**config.mk**
```make
export PLATFORM = sky130hd
export DESIGN_NAME = memory_bus_sram8_bridge
export DESIGN_NICKNAME = d
export VERILOG_FILES = /design/src/rtl/memory_bus_sram8_bridge.sv
export SDC_FILE = /design/constraint.sdc
export NUM_CORES = 1
export LEC_CHECK = 0
export BUFFER_PORTS_ARGS = -buffer_cell sky130_fd_sc_hd__buf_2
export CAP_MARGIN = 10
export CORE_UTILIZATION = 45
export DETAILED_ROUTE_END_ITERATION = 12
export PLACE_DENSITY = 0.77
export SLEW_MARGIN = 0
export SYNTH_ARGS = -nofsm -noshare
export SYNTH_HDL_FRONTEND = slang
export SYNTH_SLANG_ARGS = --single-unit
```
**constraint.sdc**
```tcl
create_clock -name clock -period 4 [get_ports clock]
set_clock_uncertainty 0.15 [all_clocks]
set_input_delay 0.4 -clock clock [delete_from_list [all_inputs] [get_ports clock]]
set_output_delay 0.4 -clock clock [all_outputs]
set_load 0.005 [all_outputs]
```
**src/rtl/memory_bus_sram8_bridge.sv**
```systemverilog
`default_nettype none
// ============================================================================
// memory_bus_sram8_bridge
// 32-bit word bus to 8-bit asynchronous SRAM bridge: four byte accesses per word.
// Revision: 1.0
// ============================================================================
module memory_bus_sram8_bridge #(
  parameter int ADDRESS_SIZE = 15,
  parameter int WAIT_CYCLES  = 1
) (
  input  logic                    clock,
  input  logic                    reset,
  input  logic [ADDRESS_SIZE-1:0] address,
  input  logic [31:0]             dataWrite,
  input  logic                    writeEnable,
  input  logic                    strobe,
  output logic [31:0]             dataRead,
  output logic                    ready,
  output logic [ADDRESS_SIZE+1:0] sramAddr,
  output logic [7:0]              sramDataOut,
  input  logic [7:0]              sramDataIn,
  output logic                    sramDataOe,
  output logic                    sramCe_n,
  output logic                    sramOe_n,
  output logic                    sramWe_n
);

  typedef enum logic [1:0] {IDLE = 2'd0, SETUP = 2'd1, PULSE = 2'd2, DONE = 2'd3} state_t;

  localparam logic [3:0] c_wait_load = 4'(WAIT_CYCLES);

  state_t                  state_q;
  logic [1:0]              byte_q;
  logic [1:0]              byte_d;
  logic [3:0]              wait_q;
  logic [ADDRESS_SIZE-1:0] addr_q;
  logic                    we_q;
  logic [31:0]             wdata_q;
  logic [31:0]             rdata_q;
  logic                    ready_q;
  logic [ADDRESS_SIZE+1:0] sram_addr_q;
  logic [7:0]              sram_dout_q;
  logic                    sram_doe_q;
  logic                    sram_ce_n_q;
  logic                    sram_oe_n_q;
  logic                    sram_we_n_q;

  assign byte_d = byte_q + 2'd1;

  always_ff @(posedge clock or negedge reset) begin
    if (!reset) begin
      state_q     <= IDLE;
      byte_q      <= 2'd0;
      wait_q      <= 4'd0;
      addr_q      <= '0;
      we_q        <= 1'b0;
      wdata_q     <= 32'd0;
      rdata_q     <= 32'd0;
      ready_q     <= 1'b0;
      sram_addr_q <= '0;
      sram_dout_q <= 8'd0;
      sram_doe_q  <= 1'b0;
      sram_ce_n_q <= 1'b1;
      sram_oe_n_q <= 1'b1;
      sram_we_n_q <= 1'b1;
    end else begin
      case (state_q)
        IDLE: begin
          if (strobe && !ready_q) begin
            addr_q      <= address;
            we_q        <= writeEnable;
            wdata_q     <= dataWrite;
            byte_q      <= 2'd0;
            sram_addr_q <= {address, 2'b00};
            sram_ce_n_q <= 1'b0;
            sram_doe_q  <= writeEnable;
            if (writeEnable) begin
              sram_dout_q <= dataWrite[7:0];
            end
            state_q     <= SETUP;
          end
        end
        SETUP: begin
          wait_q <= c_wait_load;
          if (we_q) begin
            sram_we_n_q <= 1'b0;
          end else begin
            sram_oe_n_q <= 1'b0;
          end
          state_q <= PULSE;
        end
        PULSE: begin
          if (wait_q != 4'd0) begin
            wait_q <= wait_q - 4'd1;
          end else begin
            sram_we_n_q <= 1'b1;
            sram_oe_n_q <= 1'b1;
            if (!we_q) begin
              rdata_q[{byte_q, 3'b000} +: 8] <= sramDataIn;
            end
            // Address and data move on the same edge the strobe rises, never while it is low.
            if (byte_q != 2'd3) begin
              byte_q      <= byte_d;
              sram_addr_q <= {addr_q, byte_d};
              if (we_q) begin
                sram_dout_q <= wdata_q[{byte_d, 3'b000} +: 8];
              end
              state_q     <= SETUP;
            end else begin
              ready_q     <= 1'b1;
              sram_ce_n_q <= 1'b1;
              sram_doe_q  <= 1'b0;
              state_q     <= DONE;
            end
          end
        end
        DONE: begin
          if (!strobe) begin
            ready_q <= 1'b0;
            state_q <= IDLE;
          end
        end
        default: state_q <= IDLE;
      endcase
    end
  end

  assign dataRead    = rdata_q;
  assign ready       = ready_q;
  assign sramAddr    = sram_addr_q;
  assign sramDataOut = sram_dout_q;
  assign sramDataOe  = sram_doe_q;
  assign sramCe_n    = sram_ce_n_q;
  assign sramOe_n    = sram_oe_n_q;
  assign sramWe_n    = sram_we_n_q;

endmodule
`default_nettype wire

```
; ---- Word-level counts from Yosys, hierarchy flattened
; Cells that the tools add are included.
[op_classes]
add_sub_neg = 3
n_eq_ne = 14
shifts = 3
n_mux = 37
bitwise_logic = 2
reduce_logical = 17
[op_table]
columns = cell, count
row1 = 17-bit 2-to-1 mux, 3
row2 = 8-bit 2-to-1 mux, 5
row3 = 17-bit case mux with 2 select lines, 1
row4 = 32-bit bitwise mux, 1
row5 = 8-bit by 7-bit variable shift with 32-bit output (first input constant), 1
row6 = 32-bit by 6-bit variable part select with 8-bit output, 1
row7 = 8-bit by 7-bit variable part select with 32-bit output, 1
row8 = 2-bit inequality test (second input constant), 11
row9 = 8-bit case mux with 2 select lines, 1
row10 = 2-bit 2-to-1 mux, 7
row11 = 3-bit AND reduction, 4
row12 = 4-bit AND reduction, 3
row13 = 1-bit 2-to-1 mux, 10
row14 = 1-bit case mux with 2 select lines, 5
row15 = 2-bit case mux with 4 select lines, 1
row16 = 4-bit case mux with 2 select lines, 1
row17 = 5-bit negation with 7-bit output, 1
row18 = 6-bit AND reduction, 1
row19 = 2-bit nonzero test, 3
row20 = 2-bit equality test (second input constant), 2
row21 = 4-bit 2-to-1 mux, 1
row22 = 2-bit case mux with 2 select lines, 1
row23 = 2-bit AND reduction, 2
row24 = 4-bit nonzero test, 1
row25 = other kinds (7), 8
[word_totals]
reg_bits = 118
in_bits = 59
out_inout_bits = 62

; ---- Longest topological paths before layout
; Gate-level depths: netlist (run 1).
[logic_depth]
depth_word = 6
mapped_depth = 9

; ---- Worst setup path after synthesis (run 1)
; OpenSTA, ideal clock, no wires.
[synth_timing]
kind = register to register
startpoint = register byte_q[0]
endpoint = register rdata_q[24] (netlist: dataRead[24])
setup_ns = 0.067
t_arrival_ns = 2.121
setup_slack_ns = 1.662
path_stages_with_launch = 9
cell_sequence = dfrtp_1 -> buf_4 -> buf_6 -> inv_1 -> ha_1 -> clkbuf_1 -> nor3_1 -> nand3_1 -> nand2_1
[synth_via]
elab_chain_len = 3
elab_cells_between_ends = 4
classes_between = add/sub (1) / shift (2) / mux (1)
[synth_lines]
columns = item, line_no
row1 = "start, declared", 33  ; logic [1:0] byte_q;
row2 = "start signal, assigned", 103  ; byte_q <= byte_d;
row3 = 5-bit negation with 7-bit output *, 99  ; rdata_q[{byte_q, 3'b000} +: 8] <= sramDataIn;
row4 = 8-bit by 7-bit variable part select with 32-bit output or 8-bit by 7-bit variable shift with 32-bit output (tied branches), 99
row5 = 32-bit bitwise mux *, 99
row6 = "end signal, assigned by index", 99
row7 = "end, declared", 39  ; logic [31:0] rdata_q;
; Mark *: on every way between the ends. The rest lies on a longest branch, timed or not.
; A chain may end at the register's enable or synchronous reset.

; ---- Worst setup path after layout (run 1)
[layout_timing]
startpoint = register byte_q[0]
endpoint = register rdata_q[5] (netlist: dataRead[5])
; The elaborated chain is that of the path after synthesis.

==> results of run 1 <==
## per-stage QoR
stage          hold slack, ns  std cells
2_1_floorplan         -0.0456        449
3_3_place_gp            0.297        690
3_5_place_dp            0.300        690
4_1_cts                0.0703        721
5_1_grt                0.0670        721
6_report               0.0854        721
## layer usage
metal	vias up	GRT usage, %	part of all wire, %
met4	0	9.71	1.6
met5	-	0	0
met1	1902	24.2	43
met3	21	5.93	5.4
met2	133	35.2	50
li1	1818	-	-
## layout by cell type (no fill, tap or decap), types with 3 or more instances in the layout
cell	Yosys	routed
buf_2	11	119
dfrtp_1	113	113
nand2_1	87	87
mux2_2	62	62
nand3_1	33	33
mux2i_1	23	23
o21ai_0	22	22
clkbuf_16	0	17
o31ai_1	10	10
inv_1	9	9
a22oi_1	8	8
ha_1	7	7
buf_4	7	6
nand2b_1	5	5
nor3_1	5	5
clkbuf_1	3	5
and3_1	4	4
nor2_1	4	4
a21oi_1	4	4
clkbuf_8	0	3
clkinv_2	0	3
dfstp_2	3	3
## path summary, 6_finish.rpt
check / cells after the start / to / startpoint / slack (ns)
hold reg to reg: 2 / dataRead[22]$_DFFE_PN0P_ / dataRead[22]$_DFFE_PN0P_ / 0.31
max in group asynchronous: 3 / dataRead[13]$_DFFE_PN0P_ / reset / 2.35
setup reg to reg: 5 / dataRead[5]$_DFFE_PN0P_ / byte_q[0]$_DFFE_PN0P_ / 1.04
hold / removal: 2 / wdata_q[27]$_DFFE_PN0P_ / dataWrite[27] / 0.09
setup / recovery: 5 / dataRead[5]$_DFFE_PN0P_ / byte_q[0]$_DFFE_PN0P_ / 1.04
min in group asynchronous: 2 / sramAddr[14]$_DFFE_PN0P_ / reset / 0.49
## report_power, final
part	internal, uW	switching, uW
clock network	955	481
logic	877	875
registers	1720	351
total	3560	1710
## state kept, by name, summed over array words and instances (netlist names), 2 cells and up
name         flops
sramDataOut      8
addr_q          15
dataRead        32
wait_q           4
sramAddr        16
wdata_q         32
state_q          2
## kinds of logic after synthesis
logic type	Yosys count	synth area share (%)
compound gates	52	6.68
flops	116	55.6
buf+inv	33	3.45
mux	87	18.2
fa+ha+maj	7	1.68
simple gates	154	14.4
## cell type report
type                    instances  area [um2]
fillers                       930        4610
flip-flops and latches        116        2910
multi-input cells             300        2140
repair buffers                126         651
clock buffers                  25         485
well taps                     140         175
clock inverters                 5        75.1
inverters                       9        33.8
## synthesized netlist by cell type (2+ instances only)
| cell type | count | area, um2 |
|---|---|---|
| a21oi_1 | 4 | 20.0 |
| a22oi_1 | 8 | 60.1 |
| and3_1 | 4 | 25.0 |
| buf_2 | 11 | 55.1 |
| buf_4 | 7 | 52.6 |
| buf_6 | 2 | 22.5 |
| clkbuf_1 | 3 | 11.3 |
| dfrtp_1 | 113 | 2830 |
| dfstp_2 | 3 | 78.8 |
| ha_1 | 7 | 87.6 |
| inv_1 | 9 | 33.8 |
| mux2_1 | 2 | 22.5 |
| mux2_2 | 62 | 698 |
| mux2i_1 | 23 | 230 |
| nand2_1 | 87 | 327 |
| nand2b_1 | 5 | 31.3 |
| nand3_1 | 33 | 165 |
| nand3_2 | 2 | 20.0 |
| nor2_1 | 4 | 15.0 |
| nor3_1 | 5 | 25.0 |
| nor3b_1 | 2 | 15.0 |
| o21ai_0 | 22 | 110 |
| o22ai_1 | 2 | 12.5 |
| o31ai_1 | 10 | 75.1 |
## what timing repair did
action,in CTS,in global routing
endpoints found under the hold margin,54,0
hold buffers,1,0
resized for setup,0,0
==> flow_summary.toml, run 1 <==
[synthesis]
avgSynthCellArea_um2 = 11.6
yosysWarnings = 0
synth_edf_count = 0
syn-instance-count = 449
ys_ff_latch = 116
syn_area_mm2 = 0.00523
yosysUniqueCellTypes = 43
synth_fp_nets = 515
async_reset_ff_share_pct = 100
synthFlopType = "dfrtp_1"
yosysSeqAreaShare_pct = 55.6

[placed_design]
hpwl_mm = 7.98
dp_slack_ns = 1.06
io_buffers = 120
gp_congestion = 0.893
placed_cell_area_mm2 = 0.00590

[detailed_routing]
dr_total_vias = 3874
first_pass_iters = 4
wl_mm = 11.6
wire_per_inst_um = 16.1
drt-initial-drc-count = 178
ant_nets = 0
drc = 0
viasPerCell = 5.37

[power_and_ir_drop]
powerDensity_mw_per_mm2 = 814
p_total_uw = 5260
leakagePower_uw = 0.00304
ir_drop_uv = 315

[sta]
fmax_mhz = 338
fin_setup_tns_ns = 0
setup_violations = 0
timing.final.crit_share_pct = 74.0
hold_viol_final = 0
rsz0062_at_grt = "no"
setup_ws_ns = 1.04
maxSlewHeadroom_pct = 26.4
finalMaxSlewViolations = 0
layout_min_cycle_time_ns = 2.96
worstMarginPinSlew_ns = 1.09

[floorplan]
die_y_um = 110
die_w_um = 110
initial_utilization_pct = 47.2
die_area_mm2 = 0.0120
io_pins = 121
core-area_mm2 = 0.0111
rows = 38

[finish]
layout-drive-gt1-share_pct = 38.7
syn2layout_area_growth_pct = 23.7
final_area_mm2 = 0.00647
post-route-util_pct = 58.4
nets = 636
antennaDiodeCount = 0

[setup_path]
crit_arrival_ns = 3.14
worst-path-buf-inv = 1
cp_slowest_cell = "nor4bb_1"
critical_path.max_fanout = 15
max_stage_delay_ns = 0.99
worst-setup-path-type = "flop to flop"
endpoint_kind = "flop"
cp-start-kind = "flop"
worstPathCellList = "inv_1, ha_1, nor4bb_1, nand3_1, nand2_1"
cp_top_family = "simple AND/OR/NAND/NOR gates"
crit_required_ns = 4.18

[clocking]
cts-root-buf = "clkbuf_16"
cts_max_level = 4
cts_setup_buffers = 0
clkSlewWorstSetupHoldPaths_ns = 0.05
cts_tree = "built"
cts_buffer_depth = 2
clkSinkCount = 116
worstSkewPairLatency_ns = 0.40
cts_made_buffers = 17

[status]
status = "finished, final reports clean"

[grt]
grt_pass1_wl_mm = 18.8
grt_pass1_vias = 3979
grt_usage_pct = 20.7
grt_max_degree = 60
grt.overflow.total = 0
antenna_found_initial = 0

[hold_path]
hp-class = "input port to flop"

[flow_run]
maxCapViolations = 0
No activity file was read; power rests on OpenSTA's default activity.
==> inputs of run 2 (changes only) <==
clock period = 3 ns   (was 4 ns; I/O delays follow)
==> flow_summary.toml, run 2 (synthesis results as in run 1) <==
[placed_design]
gp_congestion = 0.819
io_buffers = 120
hpwl_mm = 8.16
dp_slack_ns = 0.518
dp_cells = 695

[clocking]
cts-root-buf = "clkbuf_16"
clkSlewWorstSetupHoldPaths_ns = 0.05
cts_tree = "built"
cts_buffer_depth = 2
clkSinkCount = 116
cts_max_level = 4
worstSkewPairLatency_ns = 0.41
cts_resized = 0
cts_made_buffers = 17

[grt]
grt_max_degree = 117
grt_pass1_vias = 4059
grt.overflow.total = 0
grt_pass1_wl_mm = 19.6
antenna_found_initial = 0
grt_usage_pct = 21.9

[power_and_ir_drop]
pwr-share-comb_pct = 34.8
netSwitchingFraction_pct = 32.6
cellInternalPower_uw = 4780
clkPwrFrac_pct = 26.3
powerDensity_mw_per_mm2 = 1020
p_total_uw = 7090
p_sw_uw = 2320
ir_drop_uv = 455
leakagePower_uw = 0.00326
p_seq_share_pct = 38.9

[setup_path]
rr_endpoint = "dataRead[21]$_DFFE_PN0P_"
worst-setup-path-type = "flop to flop"
ff2ff_path_depth = 8
crit_required_ns = 3.19
endpoint = "dataRead[21]$_DFFE_PN0P_"
crit_arrival_ns = 2.67
r2r_slack_ns = 0.51
endpoint_kind = "flop"
critical_path.max_fanout = 14
reg2reg_from = "byte_q[0]$_DFFE_PN0P_"
cp-start-kind = "flop"
startpoint = "byte_q[0]$_DFFE_PN0P_"

[floorplan]
die_area_mm2 = 0.0120
io_pins = 121
core-area_mm2 = 0.0111
die_y_um = 110
die_w_um = 110
rows = 38
initial_utilization_pct = 47.2

[finish]
multiInputGateArea_mm2 = 0.00214
nets = 688
post-route-util_pct = 63.0
final-seq-area_mm2 = 0.00291
syn2layout_area_growth_pct = 33.5
layout-drive-gt1-share_pct = 36.2
fillers = 890
final_common_cell = "buf_2"
antennaDiodeCount = 0
final_cells = 775
final_cell_mix = "119 x buf_2, 113 x dfrtp_1, 87 x nand2_1, 62 x mux2_2, 48 x dlygate4sd3_1"

[sta]
maxSlewHeadroom_pct = 40.3
fmax_mhz = 402
hold_viol_final = 0
setup_violations = 0
worstMarginPinSlew_ns = 0.889
rsz0062_at_grt = "no"
fin_setup_tns_ns = 0
timing.final.crit_share_pct = 82.9
setup_ws_ns = 0.514
finalMaxSlewViolations = 0
layout_min_cycle_time_ns = 2.49

[flow_run]
maxCapViolations = 0

[detailed_routing]
viasPerCell = 5.14
drc = 0
wire_per_inst_um = 15.5
ant_nets = 0
drt-initial-drc-count = 187
dr_total_vias = 3987
first_pass_iters = 5
wl_mm = 12.0

[status]
status = "finished, final reports clean"

[hold_path]
hp-class = "input port to flop"
## run 2: cell types whose count changed in the layout (fill, tap and decap cells not counted), sizes merged
cell	previous run	this run
buf	125	130
bufinv	2	1
clkbuf	25	28
dlygate4sd3	1	48
## run 2: how the worst min path moves through the flow
stage	end	cells past startpoint	start	slack [ns]
2_1_floorplan	addr_q[0]$_DFFE_PN0P_	0	reset	-0.15
3_3_place_gp	sramAddr[8]$_DFFE_PN0P_	2	reset	0.29
3_5_place_dp	dataRead[22]$_DFFE_PN0P_	2	reset	0.29
4_1_cts	wdata_q[2]$_DFFE_PN0P_	2	dataWrite[2]	0.001
5_1_grt	wdata_q[5]$_DFFE_PN0P_	2	dataWrite[5]	0.02
6_report	wdata_q[2]$_DFFE_PN0P_	2	dataWrite[2]	0.01
## run 2: per-stage QoR
step           cell area (um2)  hold slack [ns]
2_1_floorplan             5230           -0.146
3_3_place_gp              5950            0.285
3_5_place_dp              5950            0.293
4_1_cts                   6980          0.00119
5_1_grt                   6980           0.0167
6_report                  6980           0.0104
## run 2: repair_timing
item / in CTS / in global routing
hold buffers: 48 / 0
endpoints found under the hold margin: 162 / 0
setup buffers: 0 / 0
## run 2: final cells by class
cell class              instances  share of cell area (%)
clock buffers                  28                    7.26
clock inverters                 4                   0.646
inverters                       9                   0.484
multi-input cells             300                    30.7
flip-flops and latches        116                    41.7
well taps                     140                    2.51
repair buffers                178                    16.8
## run 2: power by group through the flow
stage	clock network, uW	logic, uW	registers, uW
final	1870	2470	2760
after global routing	1980	2750	2850
after CTS	1910	2500	2760
after detailed placement	0	2440	2780
after global placement	0	2340	2730
after floorplan	0	1680	2680
## run 2: critical path, cell delays in order, from the launching register on
cell      delay (ns)
dfrtp_1         0.34
buf_4           0.22
inv_1           0.11
ha_1            0.31
buf_4           0.20
nand2b_1        0.11
nor3_1          0.69
nand3_1         0.17
nand2_1         0.11
## run 2: metal layers
| layer | vias to the layer above | track usage [%] | wire length, um |
|---|---|---|---|
| li1 | 1912 | - | - |
| met1 | 1924 | 26.7 | 5130 |
| met2 | 136 | 36.5 | 6080 |
| met3 | 15 | 5.28 | 629 |
| met4 | 0 | 10.4 | 193 |
| met5 | - | 0 | 0 |
